$ cat src/rtl/mem_stage_pkg.sv
// Shared types for the MEM pipeline stage: datapath width, load/store size codes,
// controller FSM states and the MEM/WB payload record.
package mem_stage_pkg;

   localparam int XLEN = 32;

   typedef enum logic [2:0] {
      F3_B  = 3'b000,
      F3_H  = 3'b001,
      F3_W  = 3'b010,
      F3_BU = 3'b100,
      F3_HU = 3'b101
   } func3_e;

   typedef enum logic [1:0] {
      ST_IDLE = 2'd0,
      ST_REQ  = 2'd1,
      ST_RESP = 2'd2
   } state_e;

   typedef struct packed {
      logic            valid;
      logic [XLEN-1:0] read_data;
      logic [XLEN-1:0] alu_result;
      logic [4:0]      rd;
      logic            reg_write;
      logic            mem_to_reg;
      logic            jump_rd;
   } mem_wb_t;

endpackage

$ cat src/rtl/load_store_aligner.sv
// Combinational lane logic: byte enables, store-data replication, load extraction
// and extension. Misalignment detection exists only with MEM_STAGE_MISALIGN_TRAP_EN.
module load_store_aligner (
   input  logic [2:0]  func_3,
   input  logic [1:0]  offset,
   input  logic [31:0] store_data,
   input  logic [31:0] rdata,
   output logic [3:0]  be,
   output logic [31:0] wdata,
   output logic [31:0] load_data,
   output logic        misaligned
);
   import mem_stage_pkg::*;

   logic        is_byte;
   logic        is_half;
   logic        sext;
   logic [1:0]  eff_off;
   logic [31:0] shifted;

   // Unlisted size codes fall through to a full word access.
   always_comb begin
      is_byte = 1'b0;
      is_half = 1'b0;
      sext    = 1'b0;
      case (func3_e'(func_3))
         F3_B:    begin is_byte = 1'b1; sext = 1'b1; end
         F3_H:    begin is_half = 1'b1; sext = 1'b1; end
         F3_BU:   is_byte = 1'b1;
         F3_HU:   is_half = 1'b1;
         default: ;
      endcase
   end

   // Halves drop addr[0] and words drop addr[1:0], so accesses never straddle a word.
   assign eff_off   = is_byte ? offset : (is_half ? {offset[1], 1'b0} : 2'b00);
   assign be        = is_byte ? (4'b0001 << eff_off) : (is_half ? (4'b0011 << eff_off) : 4'b1111);
   assign wdata     = is_byte ? {4{store_data[7:0]}} : (is_half ? {2{store_data[15:0]}} : store_data);
   assign shifted   = rdata >> {eff_off, 3'b000};
   assign load_data = is_byte ? {{(XLEN-8){sext & shifted[7]}}, shifted[7:0]}
                    : (is_half ? {{(XLEN-16){sext & shifted[15]}}, shifted[15:0]} : shifted);

`ifdef MEM_STAGE_MISALIGN_TRAP_EN
   assign misaligned = (is_half & offset[0]) | (~is_byte & ~is_half & (|offset));
`else
   assign misaligned = 1'b0;
`endif

endmodule

$ cat src/rtl/mem_stage_controller.sv
// MEM stage controller: IDLE/REQ/RESP handshake with data memory, pipeline stall,
// branch redirect and registered MEM/WB payload. Optional: MEM_STAGE_MISALIGN_TRAP_EN.
module mem_stage_controller #(
   parameter int XLEN = 32
) (
   input  logic            CLK,
   input  logic            RST,
   input  logic            ex_mem_valid,
   input  logic [XLEN-1:0] alu_result,
   input  logic            alu_zero,
   input  logic [XLEN-1:0] read_data_2,
   input  logic [2:0]      func_3,
   input  logic [4:0]      rd,
   input  logic [XLEN-1:0] jump_pc,
   input  logic            force_jump,
   input  logic            branch,
   input  logic            mem_read,
   input  logic            mem_write,
   input  logic            reg_write,
   input  logic            mem_to_reg,
   input  logic            jump_rd,
   output logic            dmem_req,
   output logic            dmem_we,
   output logic [XLEN-1:0] dmem_addr,
   output logic [XLEN-1:0] dmem_wdata,
   output logic [3:0]      dmem_be,
   input  logic [XLEN-1:0] dmem_rdata,
   input  logic            dmem_ack,
   output logic            stall,
   output logic            pc_src,
   output logic [XLEN-1:0] pc_target,
   output logic            mem_wb_valid,
   output logic [XLEN-1:0] mem_wb_read_data,
   output logic [XLEN-1:0] mem_wb_alu_result,
   output logic [4:0]      mem_wb_rd,
   output logic            mem_wb_reg_write,
   output logic            mem_wb_mem_to_reg,
   output logic            mem_wb_jump_rd,
   output logic            misalign_trap
);
   import mem_stage_pkg::*;

   state_e          state_reg;
   logic            dmem_req_reg;
   logic            dmem_we_reg;
   logic [3:0]      dmem_be_reg;
   logic [XLEN-1:0] dmem_addr_reg;
   logic [XLEN-1:0] dmem_wdata_reg;
   logic [2:0]      func_3_reg;
   logic [1:0]      offset_reg;
   logic            misalign_reg;
   mem_wb_t         pend_reg;
   mem_wb_t         mem_wb_reg;

   logic            in_idle;
   logic            accept;
   logic            is_mem;
   logic [2:0]      al_func_3;
   logic [1:0]      al_offset;
   logic [3:0]      al_be;
   logic [31:0]     al_wdata;
   logic [31:0]     al_load;
   logic            al_misaligned;

   assign in_idle = (state_reg == ST_IDLE);
   assign accept  = in_idle & ex_mem_valid;
   assign is_mem  = mem_read | mem_write;

   // One aligner serves both phases: live inputs when accepting, latched ones while waiting.
   assign al_func_3 = in_idle ? func_3 : func_3_reg;
   assign al_offset = in_idle ? alu_result[1:0] : offset_reg;

   load_store_aligner u_aligner (
      .func_3     (al_func_3),
      .offset     (al_offset),
      .store_data (read_data_2),
      .rdata      (dmem_rdata),
      .be         (al_be),
      .wdata      (al_wdata),
      .load_data  (al_load),
      .misaligned (al_misaligned)
   );

   // The EX/MEM register is held from acceptance until RESP, hence stall in both cycles.
   assign stall     = ~RST & ((accept & is_mem & ~al_misaligned) | (state_reg == ST_REQ));
   assign pc_src    = ~RST & accept & (force_jump | (branch & alu_zero));
   assign pc_target = jump_pc;

   always_ff @(posedge CLK) begin
      if (RST) begin
         state_reg      <= ST_IDLE;
         dmem_req_reg   <= 1'b0;
         dmem_we_reg    <= 1'b0;
         dmem_be_reg    <= 4'b0000;
         dmem_addr_reg  <= '0;
         dmem_wdata_reg <= '0;
         func_3_reg     <= 3'b010;
         offset_reg     <= 2'b00;
         misalign_reg   <= 1'b0;
         pend_reg       <= '0;
         mem_wb_reg     <= '0;
      end else begin
         mem_wb_reg.valid <= 1'b0;
         misalign_reg     <= 1'b0;
         case (state_reg)
            ST_IDLE: begin
               if (ex_mem_valid) begin
                  if (is_mem && !al_misaligned) begin
                     state_reg           <= ST_REQ;
                     dmem_req_reg        <= 1'b1;
                     dmem_we_reg         <= mem_write;
                     dmem_be_reg         <= al_be;
                     dmem_addr_reg       <= {alu_result[XLEN-1:2], 2'b00};
                     dmem_wdata_reg      <= al_wdata;
                     func_3_reg          <= func_3;
                     offset_reg          <= alu_result[1:0];
                     pend_reg.valid      <= 1'b1;
                     pend_reg.read_data  <= '0;
                     pend_reg.alu_result <= alu_result;
                     pend_reg.rd         <= rd;
                     pend_reg.reg_write  <= reg_write;
                     pend_reg.mem_to_reg <= mem_to_reg;
                     pend_reg.jump_rd    <= jump_rd;
                  end else begin
                     // Non-memory op, or a trapped misaligned access that retires without writeback.
                     mem_wb_reg.valid      <= 1'b1;
                     mem_wb_reg.alu_result <= alu_result;
                     mem_wb_reg.rd         <= rd;
                     mem_wb_reg.reg_write  <= reg_write & ~(is_mem & al_misaligned);
                     mem_wb_reg.mem_to_reg <= mem_to_reg;
                     mem_wb_reg.jump_rd    <= jump_rd;
                     misalign_reg          <= is_mem & al_misaligned;
                  end
               end
            end
            ST_REQ: begin
               if (dmem_ack) begin
                  state_reg            <= ST_RESP;
                  dmem_req_reg         <= 1'b0;
                  dmem_we_reg          <= 1'b0;
                  dmem_be_reg          <= 4'b0000;
                  mem_wb_reg           <= pend_reg;
                  mem_wb_reg.valid     <= 1'b1;
                  mem_wb_reg.read_data <= al_load;
               end
            end
            ST_RESP: state_reg <= ST_IDLE;
            default: state_reg <= ST_IDLE;
         endcase
      end
   end

   assign dmem_req          = dmem_req_reg;
   assign dmem_we           = dmem_we_reg;
   assign dmem_be           = dmem_be_reg;
   assign dmem_addr         = dmem_addr_reg;
   assign dmem_wdata        = dmem_wdata_reg;
   assign misalign_trap     = misalign_reg;
   assign mem_wb_valid      = mem_wb_reg.valid;
   assign mem_wb_read_data  = mem_wb_reg.read_data;
   assign mem_wb_alu_result = mem_wb_reg.alu_result;
   assign mem_wb_rd         = mem_wb_reg.rd;
   assign mem_wb_reg_write  = mem_wb_reg.reg_write;
   assign mem_wb_mem_to_reg = mem_wb_reg.mem_to_reg;
   assign mem_wb_jump_rd    = mem_wb_reg.jump_rd;

endmodule

$ cat config.mk
export PLATFORM = sky130hd
export DESIGN_NAME = mem_stage_controller
export DESIGN_NICKNAME = d
export VERILOG_FILES = /design/src/rtl/mem_stage_pkg.sv /design/src/rtl/load_store_aligner.sv /design/src/rtl/mem_stage_controller.sv
export SDC_FILE = /design/constraint.sdc
export NUM_CORES = 1
export LEC_CHECK = 0
export ABC_AREA = 1
export CAP_MARGIN = 20
export CORE_UTILIZATION = 43
export CTS_BUF_LIST = sky130_fd_sc_hd__clkbuf_4 sky130_fd_sc_hd__clkbuf_8
export DETAILED_ROUTE_END_ITERATION = 8
export PLACE_DENSITY = 0.82
export SYNTH_ARGS = -nofsm -noshare
export SYNTH_HDL_FRONTEND = slang
export SYNTH_SLANG_ARGS = --single-unit
$ cat constraint.sdc
create_clock -name CLK -period 2.5 [get_ports CLK]
set_clock_uncertainty 0.15 [all_clocks]
set_input_delay 0.5 -clock CLK [delete_from_list [all_inputs] [get_ports CLK]]
set_output_delay 0.5 -clock CLK [all_outputs]
set_load 0.01 [all_outputs]
### After elaboration in Yosys (flattened, before gate mapping)

Cells that the tools add are included.

| storage, ports and cells | value |
|---|---|
| register bits | 188 |
| input port bits | 148 |
| word-level logic and storage cells | 89 |

| operators by class | value |
|---|---|
| equal/unequal tests | 8 |
| shift-type cells | 3 |
| multiplexer cells | 35 |
| bitwise operators | 12 |
| reduce and logical (&&, ||, !) cells | 11 |

Operators with widths:

| operator | count |
|---|---|
| $mux 32 | 4 |
| $mux 40 | 2 |
| $pmux 40 s2 | 1 |
| $mux 73 | 1 |
| $shr 32x5->32 | 1 |
| $mux 4 | 5 |
| $mux 2 | 6 |
| $mux 1 | 10 |
| $and 1x1->1 | 8 |
| $pmux 4 s2 | 1 |
| $reduce_and 4->1 | 2 |
| $eq 3x3->1 const B | 2 |
| $ne 2x2->1 const B | 3 |
| $pmux 1 s2 | 3 |
| $reduce_and 3->1 | 2 |
| $reduce_or 2->1 | 3 |
| $pmux 2 s2 | 1 |
| $shl 1x2->4 const A | 1 |
| $shl 2x2->4 const A | 1 |
| $eq 3x1->1 const B | 1 |
| $logic_not 3->1 | 1 |
| $mux 3 | 1 |
| $or 1x1->1 | 3 |
| $eq 2x1->1 const B | 1 |
| 5 further kinds | 5 |

### Longest topological paths before layout

| depth | value |
|---|---|
| word-level depth | 13 |
| depth in mapped cells | 13 |
| mapped depth without buffers | 13 |

### Hierarchy

From an unflattened synthesis, not the netlist that was laid out.

| unflattened totals | value |
|---|---|
| cells, all modules | 1,255 |
| area total of the unflattened synthesis | 8,067.7 sq um |

Modules (own cells, without submodules):

| module | instances | cells each | area each (sq um) | sequential area each (sq um) |
|---|---|---|---|---|
| mem_stage_controller | 1 | 979 | 6,746.5 | 3,143.0 |
| load_store_aligner | 1 | 276 | 1,321.3 | 0.0 |

### Worst setup path before layout

No wires, ideal clock.

| timing path | value |
|---|---|
| kind | reg2out |
| from | register state_reg[1] |
| to | output stall |
| arrival | 1,453 ps |
| required time | 1,850 ps |
| path slack | 397 ps |
| cell stages (with the launch flop) | 8 |
| path buffers | 2 |
| cell sequence | dfxtp_1 nor2_2 buf_6 nand2_1 nor2_2 inv_2 clkbuf_1 a21oi_1 |

| on the way | value |
|---|---|
| cells in the longest elaborated chain, start to end | 5 |
| elaborated cells between the ends (all ways) | 6 |

Ends and longest elaborated chain:

| what | RTL line | text |
|---|---|---|
| start: declaration | mem_stage_controller.sv:43 | `state_e state_reg;` |
| start signal: assignment | mem_stage_controller.sv:91 | `state_reg <= ST_IDLE;` |
| start signal: assignment | mem_stage_controller.sv:109 | `state_reg <= ST_REQ;` |
| start signal: assignment | mem_stage_controller.sv:138 | `state_reg <= ST_RESP;` |
| $logic_not 2->1 | mem_stage_controller.sv:65 | `assign in_idle = (state_reg == ST_IDLE);` |
| $and 1x1->1 | mem_stage_controller.sv:66 | `assign accept = in_idle & ex_mem_valid;` |
| $and 1x1->1 | mem_stage_controller.sv:85 | `assign stall = ~RST & ((accept & is_mem & ~al_misaligned) \| (state_reg == ST_REQ));` |
| $or 1x1->1 (*) | mem_stage_controller.sv:85 |  |
| $and 1x1->1 (*) | mem_stage_controller.sv:85 |  |
| end: declaration | mem_stage_controller.sv:29 | `output logic stall,` |

Every way passes the cells marked *; elsewhere a longest branch is shown, timed or not.

### Worst setup path after layout

| timing path | value |
|---|---|
| from | input mem_write |
| to | output stall |

| on the way | value |
|---|---|
| cells in the longest elaborated chain, start to end | 4 |

Ends and longest elaborated chain:

| what | RTL line | text |
|---|---|---|
| start: declaration | mem_stage_controller.sv:18 | `input logic mem_write,` |
| $or 1x1->1 | mem_stage_controller.sv:67 | `assign is_mem = mem_read \| mem_write;` |
| $and 1x1->1 | mem_stage_controller.sv:85 |  |
| $or 1x1->1 | mem_stage_controller.sv:85 |  |
| $and 1x1->1 | mem_stage_controller.sv:85 |  |

No other way between the ends.

==> reports/qor.yml <==
worst_setup_path:
  slowest_stage: "clkdlybuf4s50_1"
  reg2reg_depth: 13
  crit_path_start: "mem_write"
  crit_chain: "clkdlybuf4s50_1 > nor2_1 > nor2_4 > inv_2 > a21oi_1 > dlygate4sd2_1"
  cp-end-kind: "output port"
  crit_required_ns: 1.85
  critical-path-top-delay-family: "buffers and inverters"
  rrSetupSlack_ns: 0.38
  critPathKind: "in2out"
  cp.depth: 6
  critical_path.startpoint_type: "input pin"
  arrival_ns: 1.79
  path_buf_inv: 3
  cp_max_fo: 2
  critPathMaxStageDelay_ns: 0.43
  rr_endpoint: "mem_wb_read_data[31]"
  r2r-start: "state_reg[1]"
  endpoint: "stall"
detailed_routing:
  dr.pass1.iters: 7
  drc: 0
  ant_nets: 0
  wirelength_um: 22180
  initialDrtViolationCount: 463
  vias: 7149
  vias_per_cell: 5.147
  wl_per_cell_um: 15.97
global_routing:
  grtUsageMet1_pct: 30.58
  grt_pass1_wl_um: 35330
  grt_use_met2_pct: 42.62
  grt_antenna_before_repair: 0
  grt-ovfl-total: 0
  busiest_layer: "met2"
  use_met3_pct: 6.075
  grt_pass1_vias: 6812
  groute.usage.overall_pct: 25.28
  grt_max_degree: 62
synth:
  ys_ff_latch: 156
  synthFlopType: "dfxtp_1"
  async_reset_ff_share_pct: 0
  synth_top_cell_by_area: "dfxtp_1"
  avgSynthCellArea_um2: 7.498
  synth_common_cells: "dfxtp_1, nand2_1, o21ai_0"
  yosysWarningCount: 0
  synth-edff-count: 0
  yosysUniqueCellTypes: 35
  synth_area_leaders: "dfxtp_1, o21ai_0, nand2_1, buf_4, nor2_1"
  netlist_instances: 968
  mappedNetlistArea_um2: 7258
  synth_top_cell_area_share_pct: 43.03
  yosysSeqAreaShare_pct: 43.03
  synth.most_common_cell: "dfxtp_1"
clocking:
  cts_tree: "yes"
  clockBufferDepth: 2
  clock_latency_ns: 0.44
  path_clk_slew_ns: 0.08
  cts_sinks: 156
  htree_levels: 4
  cts-root-buf: "clkbuf_8"
  postCtsSetupRepairBufs: 0
  numCtsBuffers: 17
  cts_hold_buffers: 0
placed_design:
  dpl.hpwl_um: 15580
  port-buffer-count: 258
  dp.cells: 1357
  gp_congestion: 0.9479
  place_ws_ns: -0.1745
floorplan:
  die_w_um: 131.9
  core_um2: 16520
  dieArea_um2: 17400
  initial_core_util_pct: 43.92
  die_y_um: 131.9
  io-pin-count: 326
  num_rows: 47
outcome:
  status: "complete, no violations"
power_and_ir_drop:
  power.leakage_nw: 4.289
  powerDensity_nw_per_um2: 630.9
  peakVddDrop_mv: 0.3353
finish:
  stdcell_count: 1389
  multi_input_area_um2: 3123
  drive_gt1_share_pct: 8.469
  diodes: 0
  final_nets: 1305
  syn_to_final_growth_pct: 40.39
  regArea_um2: 3123
  post-route-util_pct: 61.66
  nFillCells: 1465
  largest_reg_flops: 39
timing:
  finalSetupViolCount: 0
  rsz0062_at_grt: "no"
  tightest_slew_ns: 0.6191
  relSlewSlack_pct: 58.73
  min_period_ns: 2.441
  max_freq_mhz: 409.6
  final_max_slew_viol_count: 0
  tns_ns: 0
  final-hold-violation-count: 0
  post-route-period-util_pct: 97.65
  finalWorstSetupSlack_ns: 0.05863
hold_path:
  hp-class: "reg2reg"
  hold_depth: 2
run:
  max_cap_violations: 0
through the flow:
step / hold slack [ns] / instance area [um2] / power [mW]
floorplan: 0.3142 / 7266 / 3.699
global placement: 0.2981 / 9764 / 4.421
detailed placement: 0.3039 / 9764 / 4.444
CTS: 0.3174 / 10190 / 6.484
global route: 0.3287 / 10190 / 6.747
finish: 0.3140 / 10190 / 6.429
worst min-delay path by stage:
stage | start | to
floorplan | func_3_reg[1] | func_3_reg[1]
global placement | dmem_req | dmem_req
detailed placement | dmem_req | dmem_req
CTS | dmem_req | dmem_req
global route | dmem_req | dmem_req
finish | dmem_wdata[3] | dmem_wdata[3]
cells in the final DEF (no fill, tap or decap), types with 2 or more instances in the layout:
master and count:
o211ai_1 12, buf_12 8, o221a_2 8, clkinv_2 3, clkbuf_8 19, nand3b_1 8, buf_4 33, nor2_2 2
o21ai_2 2, nor2_4 2, clkinvlp_4 2, o21a_1 10, bufinv_16 3, nor2_1 101, nand3_1 38, o221ai_1 9
clkinv_4 2, o21ai_0 133, a22oi_1 43, dfxtp_1 156, inv_2 3, conb_1 3, nand2_2 5, a31oi_1 2
a21oi_1 74, dlygate4sd2_1 2, o21ai_1 2, nand2_1 147, nand4_1 2, clkdlybuf4s50_1 256, a41oi_1 5, inv_1 62
inv_6 3, nor3_1 2
cells by family after synthesis:
family / count (synthesis) / share of synthesized area [%]
AO/OA/AOI/OAI: 302 / 24.81
adder cells (fa/ha/maj): 1 / 0.1724
buffers and inverters: 199 / 14.12
flip-flops: 156 / 43.03
other: 1 / 0.05167
AND/OR/NAND/NOR: 309 / 17.82
power breakdown:
group / switching (mW) / internal [mW]
logic: 0.791 / 0.790
registers: 0.119 / 2.69
clock network: 0.972 / 1.06
total: 1.88 / 4.55
worst min-delay path, cell delays in order, from the launching register on:
cell     delay, ns
dfxtp_1       0.32
nand2_1       0.06
a21oi_1       0.05
routing by layer:
layer  vias to the layer above  routed length [um]
met1                      3290                9458
met4                         0                 735
met5                         -                   0
li1                       3573                   -
met3                        55                1415
met2                       231               10570
layout make-up:
cell class	instances	area share (%)
Inverter	67	2.480
Clock buffer	20	2.640
Sequential cell	156	30.65
Timing Repair Buffer	299	29.32
Clock inverter	12	1.559
Tap cell	220	2.701
Multi-Input combinational cell	615	30.65
timing repair:
action                     in CTS  in global routing
gates resized for setup         2                  0
hold endpoints to repair        0                  0
setup endpoints to repair       2                  0
No activity file was read; power rests on OpenSTA's default activity.
